### config.mk
export PLATFORM = sky130hd
export DESIGN_NAME = mmio_port_bank
export DESIGN_NICKNAME = d
export VERILOG_FILES = /design/src/rtl/mmio_port_bank.sv
export SDC_FILE = /design/constraint.sdc
export NUM_CORES = 1
export LEC_CHECK = 0
export BUFFER_PORTS_ARGS = -buffer_cell sky130_fd_sc_hd__buf_4
export CORE_ASPECT_RATIO = 0.9
export CORE_MARGIN = 5
export CORE_UTILIZATION = 53
export CTS_BUF_LIST = sky130_fd_sc_hd__clkbuf_16
export CTS_CLUSTER_DIAMETER = 150
export DETAILED_ROUTE_END_ITERATION = 16
export PLACE_DENSITY = 0.79
export SETUP_SLACK_MARGIN = 0.3
export SYNTH_ARGS = -nofsm -noshare
export SYNTH_HDL_FRONTEND = slang
export SYNTH_SLANG_ARGS = --single-unit
### constraint.sdc
create_clock -name clock -period 2.4 [get_ports clock]
set_clock_uncertainty 0.2 [all_clocks]
set_input_delay 0.12 -clock clock [delete_from_list [all_inputs] [get_ports clock]]
set_output_delay 0.12 -clock clock [all_outputs]
set_load 0.005 [all_outputs]
### src/rtl/mmio_port_bank.sv
// mmio_port_bank: NUM_CH memory-mapped switch/LED channels at BASE_ADDR+i,
// with a write-1-to-clear change-flag register at BASE_ADDR+NUM_CH.
// Optional debounce stage enabled by defining MMIO_DEBOUNCE_EN; the default
// build feeds the second synchroniser stage straight to the read path.
module mmio_port_bank #(
  parameter int unsigned NUM_CH    = 4,
  parameter int unsigned WIDTH     = 16,
  parameter logic [15:0] BASE_ADDR = 16'h2000,
  parameter int unsigned DEB_CYC   = 4
) (
  input  logic                    clock,
  input  logic                    reset,
  input  logic [15:0]             memAddr,
  input  logic                    re_L,
  input  logic                    we_L,
  input  logic [15:0]             wrData,
  output logic [15:0]             rdData,
  output logic                    drive_L,
  input  logic [NUM_CH*WIDTH-1:0] swIn,
  output logic [NUM_CH*WIDTH-1:0] ledOut,
  output logic                    chgIrq
);

  localparam int unsigned BUS_W = NUM_CH * WIDTH;

  logic [15:0]       offset;
  logic              hit_ch;
  logic              hit_flag;
  logic              rd_en;
  logic              wr_en;

  logic [BUS_W-1:0]  s1_q;
  logic [BUS_W-1:0]  s2_q;
  logic [BUS_W-1:0]  led_q;
  logic [BUS_W-1:0]  led_d;
  logic [NUM_CH-1:0] flag_q;
  logic [NUM_CH-1:0] flag_d;

  // Debounced value visible to reads, and the value it takes after this edge.
  logic [BUS_W-1:0]  deb_cur;
  logic [BUS_W-1:0]  deb_nxt;

  // Address decode relative to the bank base.
  always_comb begin
    offset   = memAddr - BASE_ADDR;
    hit_ch   = (offset < 16'(NUM_CH));
    hit_flag = (offset == 16'(NUM_CH));
    rd_en    = !re_L && (hit_ch || hit_flag);
    wr_en    = !we_L && (hit_ch || hit_flag);
  end

`ifdef MMIO_DEBOUNCE_EN
  localparam int unsigned CNT_W = (DEB_CYC + 1 > 1) ? $clog2(DEB_CYC + 1) : 1;

  logic [BUS_W-1:0] deb_q;
  logic [BUS_W-1:0] deb_d;
  logic [CNT_W-1:0] cnt_q [NUM_CH];
  logic [CNT_W-1:0] cnt_d [NUM_CH];

  // Per-channel stability counter: deb follows s2 only after DEB_CYC steady edges.
  always_comb begin
    deb_d = deb_q;
    for (int i = 0; i < int'(NUM_CH); i++) begin
      cnt_d[i] = cnt_q[i];
      if (s2_q[i*WIDTH +: WIDTH] == deb_q[i*WIDTH +: WIDTH]) begin
        cnt_d[i] = '0;
      end else if (cnt_q[i] == CNT_W'(DEB_CYC - 1)) begin
        deb_d[i*WIDTH +: WIDTH] = s2_q[i*WIDTH +: WIDTH];
        cnt_d[i]                = '0;
      end else begin
        cnt_d[i] = cnt_q[i] + CNT_W'(1);
      end
    end
  end

  // Debounce state registers.
  always_ff @(posedge clock) begin
    if (reset) begin
      deb_q <= '0;
      for (int i = 0; i < int'(NUM_CH); i++) cnt_q[i] <= '0;
    end else begin
      deb_q <= deb_d;
      for (int i = 0; i < int'(NUM_CH); i++) cnt_q[i] <= cnt_d[i];
    end
  end

  assign deb_cur = deb_q;
  assign deb_nxt = deb_d;
`else
  // Without debounce the synchroniser output is the debounced value.
  assign deb_cur = s2_q;
  assign deb_nxt = s1_q;
`endif

  // LED loads and sticky change flags; a new change beats a same-cycle clear.
  always_comb begin
    led_d  = led_q;
    flag_d = flag_q;
    for (int i = 0; i < int'(NUM_CH); i++) begin
      if (wr_en && (offset == 16'(i))) begin
        led_d[i*WIDTH +: WIDTH] = wrData[WIDTH-1:0];
      end
      if (wr_en && hit_flag && wrData[i]) begin
        flag_d[i] = 1'b0;
      end
      if (deb_nxt[i*WIDTH +: WIDTH] != deb_cur[i*WIDTH +: WIDTH]) begin
        flag_d[i] = 1'b1;
      end
    end
  end

  // Synchroniser, LED and flag registers.
  always_ff @(posedge clock) begin
    if (reset) begin
      s1_q   <= '0;
      s2_q   <= '0;
      led_q  <= '0;
      flag_q <= '0;
    end else begin
      s1_q   <= swIn;
      s2_q   <= s1_q;
      led_q  <= led_d;
      flag_q <= flag_d;
    end
  end

  // Zero-wait-state read mux; returns pre-edge register contents.
  always_comb begin
    rdData = 16'h0000;
    if (rd_en) begin
      if (hit_flag) begin
        rdData = 16'(flag_q);
      end else begin
        for (int i = 0; i < int'(NUM_CH); i++) begin
          if (offset == 16'(i)) rdData = 16'(deb_cur[i*WIDTH +: WIDTH]);
        end
      end
    end
  end

  assign drive_L = !rd_en;
  assign ledOut  = led_q;
  assign chgIrq  = |flag_q;

endmodule

==> impl_metrics.toml, run 1 <==
[setup_path]
path_class = "input pin to primary output"
reg2reg_to = "flag_q[0]$_SDFFE_PP0P_"
crit_arrival_ns = 1.91
regToRegSetupSlack_ns = 0.78
end_kind = "primary output"
cp.required_ns = 2.08
r2r-start = "deb_cur[7]$_SDFF_PP0_"
worstPathMaxFanout = 6
reg2reg_depth = 4
setup.worst_path.start_class = "input pin"

[synth]
syn_nets = 849
synthFlopType = "dfxtp_1"
synth_seq_area_share = 0.516
synth_area_per_cell_um2 = 10.2
synth.distinct_cells = 33
syn_area_um2 = 7600
async_flop_share = 0
yosys_warnings = 0
synth_edf_count = 0
ys_ff_latch = 196
netlist_instances = 748

[finish]
syn_to_final_growth_pct = 43.5
stdcell_area_um2 = 10900
n_antenna_cell = 0
final_common_cell = "buf_4"
fin_util = 0.776
layout_common_cells = "buf_4, dfxtp_1, nor2b_1"
fin_nets = 1116
drive_gt1_frac = 0.267

[hold_path]
hold_end = "deb_nxt[63]$_SDFF_PP0_"
hold_class = "input pin to flop"
hold_start = "reset"
hold_depth = 3

[placed_design]
placed_area_um2 = 9110
hpwlAfterDp_mm = 14.9
port_buffers = 181
place_congestion = 0.899
pre_cts_ws_ns = 0.103

[routing]
viasPerCell = 5.63
wl_per_cell_um = 19.7
drt-initial-drc-count = 758
first_pass_iters = 5
drc = 0
vias = 6870
antenna_left = 0
routed_wl_mm = 24.1

[floorplanning]
fp.dieW_um = 136
coreArea_um2 = 14100
dieArea_um2 = 16800
rows = 41
initial_utilization = 0.541
ios = 182
fp.dieH_um = 124

[sta]
fmax_mhz = 449
relSlewSlack = 0.509
drv_slew = 0
fin_crit_sh = 0.928
finalSetupTns_ns = 0
timing.final.ws_setup_ns = 0.173
min_period_ns = 2.23
hold_ws_ns = 0.0711
setup_viol = 0
worst_pin_slew_ns = 0.737
rsz0062_at_grt = "true"
finalHoldViolCount = 0

[flow_run]
maxCapViolations = 0

[grt]
gr-usage-all-layers = 0.280
grt_max_degree = 62
grt_antenna_before_repair = 1
grt_pass1_wl_mm = 35.9
grt_pass1_vias = 6687
gr-total-overflow = 0

[clock_tree]
cts.htree.levels = 4
clock_path_buffers = 2
clk_pin_slew_ns = 0.07
cts_buffers = 17
cts_tree = "built"
clock_latency_ns = 0.43
clockRootBuffer = "clkbuf_16"
cts_sinks = 196

[power]
leakage_nw = 4.17
max-vdd-ir-drop_mv = 0.557
pwr_density_cell_nw_per_um2 = 642

[outcome]
status = "complete, no violations"
[cells in the mapped netlist, types with 11 or more instances]
master    number  area, µm²
nor2b_1      142        888
xnor2_1       65        569
mux4_2        16        360
a21oi_1       72        360
o41ai_1       16        140
o21ai_0       22        110
o31ai_1       16        120
nand4_1       56        350
buf_2         11       55.1
dfxtp_1      196       3920
o21ai_1       14       70.1
nand3_1       41        205
clkbuf_1      49        184
[per-layer routing]
metal | vias up | share of wire | global-route usage | wire, µm
met3 | 68 | 0.099 | 0.0735 | 2400
li1 | 3185 | - | - | -
met1 | 3252 | 0.40 | 0.368 | 9610
met2 | 365 | 0.47 | 0.439 | 11300
met4 | 0 | 0.031 | 0.123 | 759
met5 | - | 0 | 0 | 0
[worst max-delay path: stages]
cell,delay (ns)
buf_4,0.11
nor3_1,0.40
nand4_1,0.36
or4_4,0.60
nor2b_2,0.18
buf_4,0.13
[area by class of cell]
type | instances | area (µm²)
flip-flops and latches | 196 | 3920
multi-input cells | 486 | 3470
fillers | 901 | 3160
repair buffers | 310 | 2650
clock buffers | 17 | 425
well taps | 193 | 241
clock inverters | 15 | 166
inverters | 4 | 20.0
[per-stage QoR]
stage	power [mW]	cells
final	7.00	1221
after global routing	7.19	1221
after CTS	6.95	1217
after detailed placement	4.04	1077
after global placement	4.03	1077
after floorplan	3.79	748
[power breakdown]
group          leakage (nW)  total [mW]  switching (mW)  internal (mW)
sequential             1.61        3.44          0.0892           3.36
clock                 0.292        2.84            1.35           1.49
combinational          2.27       0.711           0.301          0.410
[kinds of logic after synthesis]
kind of cell,count (synthesis),synth area share
DFF,196,0.516
muxes,16,0.0474
adders and majority gates,1,0.00165
buffers and inverters,67,0.0359
AOI/OAI and AO/OA,141,0.106
and+or+nand+nor,262,0.217
xor gates and xnor gates,65,0.0749
[state kept, by name (all words and copies together), names as in the netlist]
register and cells:
ledOut 64, deb_cur 64, deb_nxt 64, flag_q 4
[how the worst max path moves through the flow]
stage | to | startpoint | slack, ns | cells past startpoint
floorplan | rdData[10] | memAddr[13] | 0.37 | 6
global placement | rdData[7] | memAddr[13] | 0.15 | 7
detailed placement | rdData[2] | memAddr[13] | 0.10 | 9
CTS | rdData[13] | memAddr[13] | 0.26 | 7
global route | rdData[10] | memAddr[5] | 0.14 | 6
finish | rdData[9] | memAddr[5] | 0.17 | 6
[repair_timing]
item	in CTS	in global routing
endpoints found under the hold margin	132	0
hold buffers	106	0
pin swaps	2	5
resized for setup	11	15
buffers inserted	1	4
cloned	1	0
endpoints found under the setup margin	17	78
Power figures use the tool's default switching activity.
==> inputs of run 2 (changes only) <==
--- a/config.mk
+++ b/config.mk
@@ -13,6 +13,8 @@
 export CTS_CLUSTER_DIAMETER = 150
 export DETAILED_ROUTE_END_ITERATION = 16
 export PLACE_DENSITY = 0.79
+export RECOVER_POWER = 25
+export REMOVE_ABC_BUFFERS = 1
 export SETUP_SLACK_MARGIN = 0.3
 export SYNTH_ARGS = -nofsm -noshare
 export SYNTH_HDL_FRONTEND = slang
==> impl_metrics.toml, run 2 (synthesized netlist as in run 1, its figures left out) <==
[clock_tree]
cts_buffers = 17
clockRootBuffer = "clkbuf_16"
cts_tree = "built"
clock_latency_ns = 0.44
clk_pin_slew_ns = 0.07
clock_path_buffers = 2
cts_sinks = 196
cts.htree.levels = 4

[setup_path]
path_class = "input pin to primary output"
critPathSlowestCell = "or4_4"
cpLargestDelayFamily = "simple AND/OR/NAND/NOR gates"
crit_chain = "buf_6 > inv_2 > ha_4 > or3b_4 > or4_4 > nor2b_1 > buf_4"
r2r-start = "deb_cur[48]$_SDFF_PP0_"
worstPathMaxFanout = 6
cp.required_ns = 2.08
end_kind = "primary output"
crit_arrival_ns = 1.85
setup.worst_path.start_class = "input pin"
crit_buf_inv = 3
cp_slowest_stage_delay_ns = 0.61
critPathLaunch = "memAddr[14]"

[placed_design]
place_inst = 1078
placed_area_um2 = 9130
hpwlAfterDp_mm = 13.5
port_buffers = 181
place_congestion = 0.860

[routing]
first_pass_iters = 5
routed_wl_mm = 23.9
viasPerCell = 5.54
wl_per_cell_um = 19.3
drt-initial-drc-count = 535
drc = 0
antenna_left = 0
vias = 6855

[floorplanning]
initial_utilization = 0.541
rows = 41
dieArea_um2 = 16800
coreArea_um2 = 14100
fp.dieH_um = 124
fp.dieW_um = 136
ios = 182

[finish]
stdcell_area_um2 = 11000
fin_nets = 1132
final_cells = 1238
drive_gt1_frac = 0.245
final_common_cell = "dfxtp_1"
syn_to_final_growth_pct = 44.9
fin_util = 0.783
layout_common_cells = "dfxtp_1, buf_4, nor2b_1"

[sta]
drv_slew = 0
min_period_ns = 2.17
hold_ws_ns = 0.0363
fin_crit_sh = 0.903
worst_pin_slew_ns = 0.598
finalHoldViolCount = 0
setup_viol = 0
relSlewSlack = 0.602
fmax_mhz = 461
finalSetupTns_ns = 0
rsz0062_at_grt = "true"

[grt]
gr-usage-all-layers = 0.284
grt_pass1_wl_mm = 36.8
gr-total-overflow = 0
grt_pass1_vias = 6810
grt_antenna_before_repair = 1
grt_max_degree = 71

[hold_path]
hold_start = "memAddr[3]"
hold_class = "input pin to flop"

[power]
pwr_density_cell_nw_per_um2 = 653
leakage_nw = 4.20
max-vdd-ir-drop_mv = 0.571

[outcome]
status = "complete, no violations"

[flow_run]
maxCapViolations = 0
==> run 2: cell type report <==
| cell class | instances | area (µm²) |
|---|---|---|
| antenna | 1 | 2.50 |
| clock buffer | 17 | 425 |
| clock inverter | 15 | 199 |
| timing repair buffer | 326 | 2750 |
| multi-input combinational | 486 | 3450 |
| sequential | 196 | 3920 |
| tap | 193 | 241 |
| fill | 880 | 3040 |
| inverter | 4 | 17.5 |
==> run 2: timing repair <==
item,4_1_cts,5_1_grt
setup buffers,1,7
pin swaps,2,3
gates resized for setup,11,4
cloned,1,0
setup endpoints to repair,17,32
hold buffers,118,0
endpoints found under the hold margin,158,0
==> run 2: path summary, 6_finish.rpt <==
kind	to	slack, ns	cells after the start
hold reg to reg	ledOut[22]$_SDFFE_PP0P_	0.27	2
hold / removal	flag_q[2]$_SDFFE_PP0P_	0.04	5
setup reg to reg	flag_q[3]$_SDFFE_PP0P_	0.66	4
setup / recovery	rdData[4]	0.23	7
==> run 2: per-layer routing <==
metal  part of all wire  track usage  routed length [µm]  up-vias
li1                   -            -                   -     3227
met1               0.37        0.337                8930     3258
met2               0.52        0.504               12400      313
met3              0.072       0.0666                1710       57
met4              0.035        0.105                 833        0
met5                  0            0                   0        -
==> run 2: metrics by stage <==
stage / worst slack [ns] / power (mW)
after detailed placement: 0.0255 / 4.04
after global routing: 0.245 / 7.42
after global placement: 0.105 / 4.03
after floorplan: -0.401 / 3.72
final: 0.232 / 7.19
after CTS: 0.275 / 7.16
==> run 2: tightest hold or removal path, stage by stage <==
cell and delay (ns):
buf_4 0.08, nor2_2 0.06, nand4_1 0.15, o21ai_0 0.11, a21oi_1 0.12
==> run 2: power breakdown <==
part	internal [mW]	total (mW)	switching [mW]
combinational	0.424	0.739	0.315
sequential	3.36	3.44	0.0787
clock	1.75	3.01	1.26
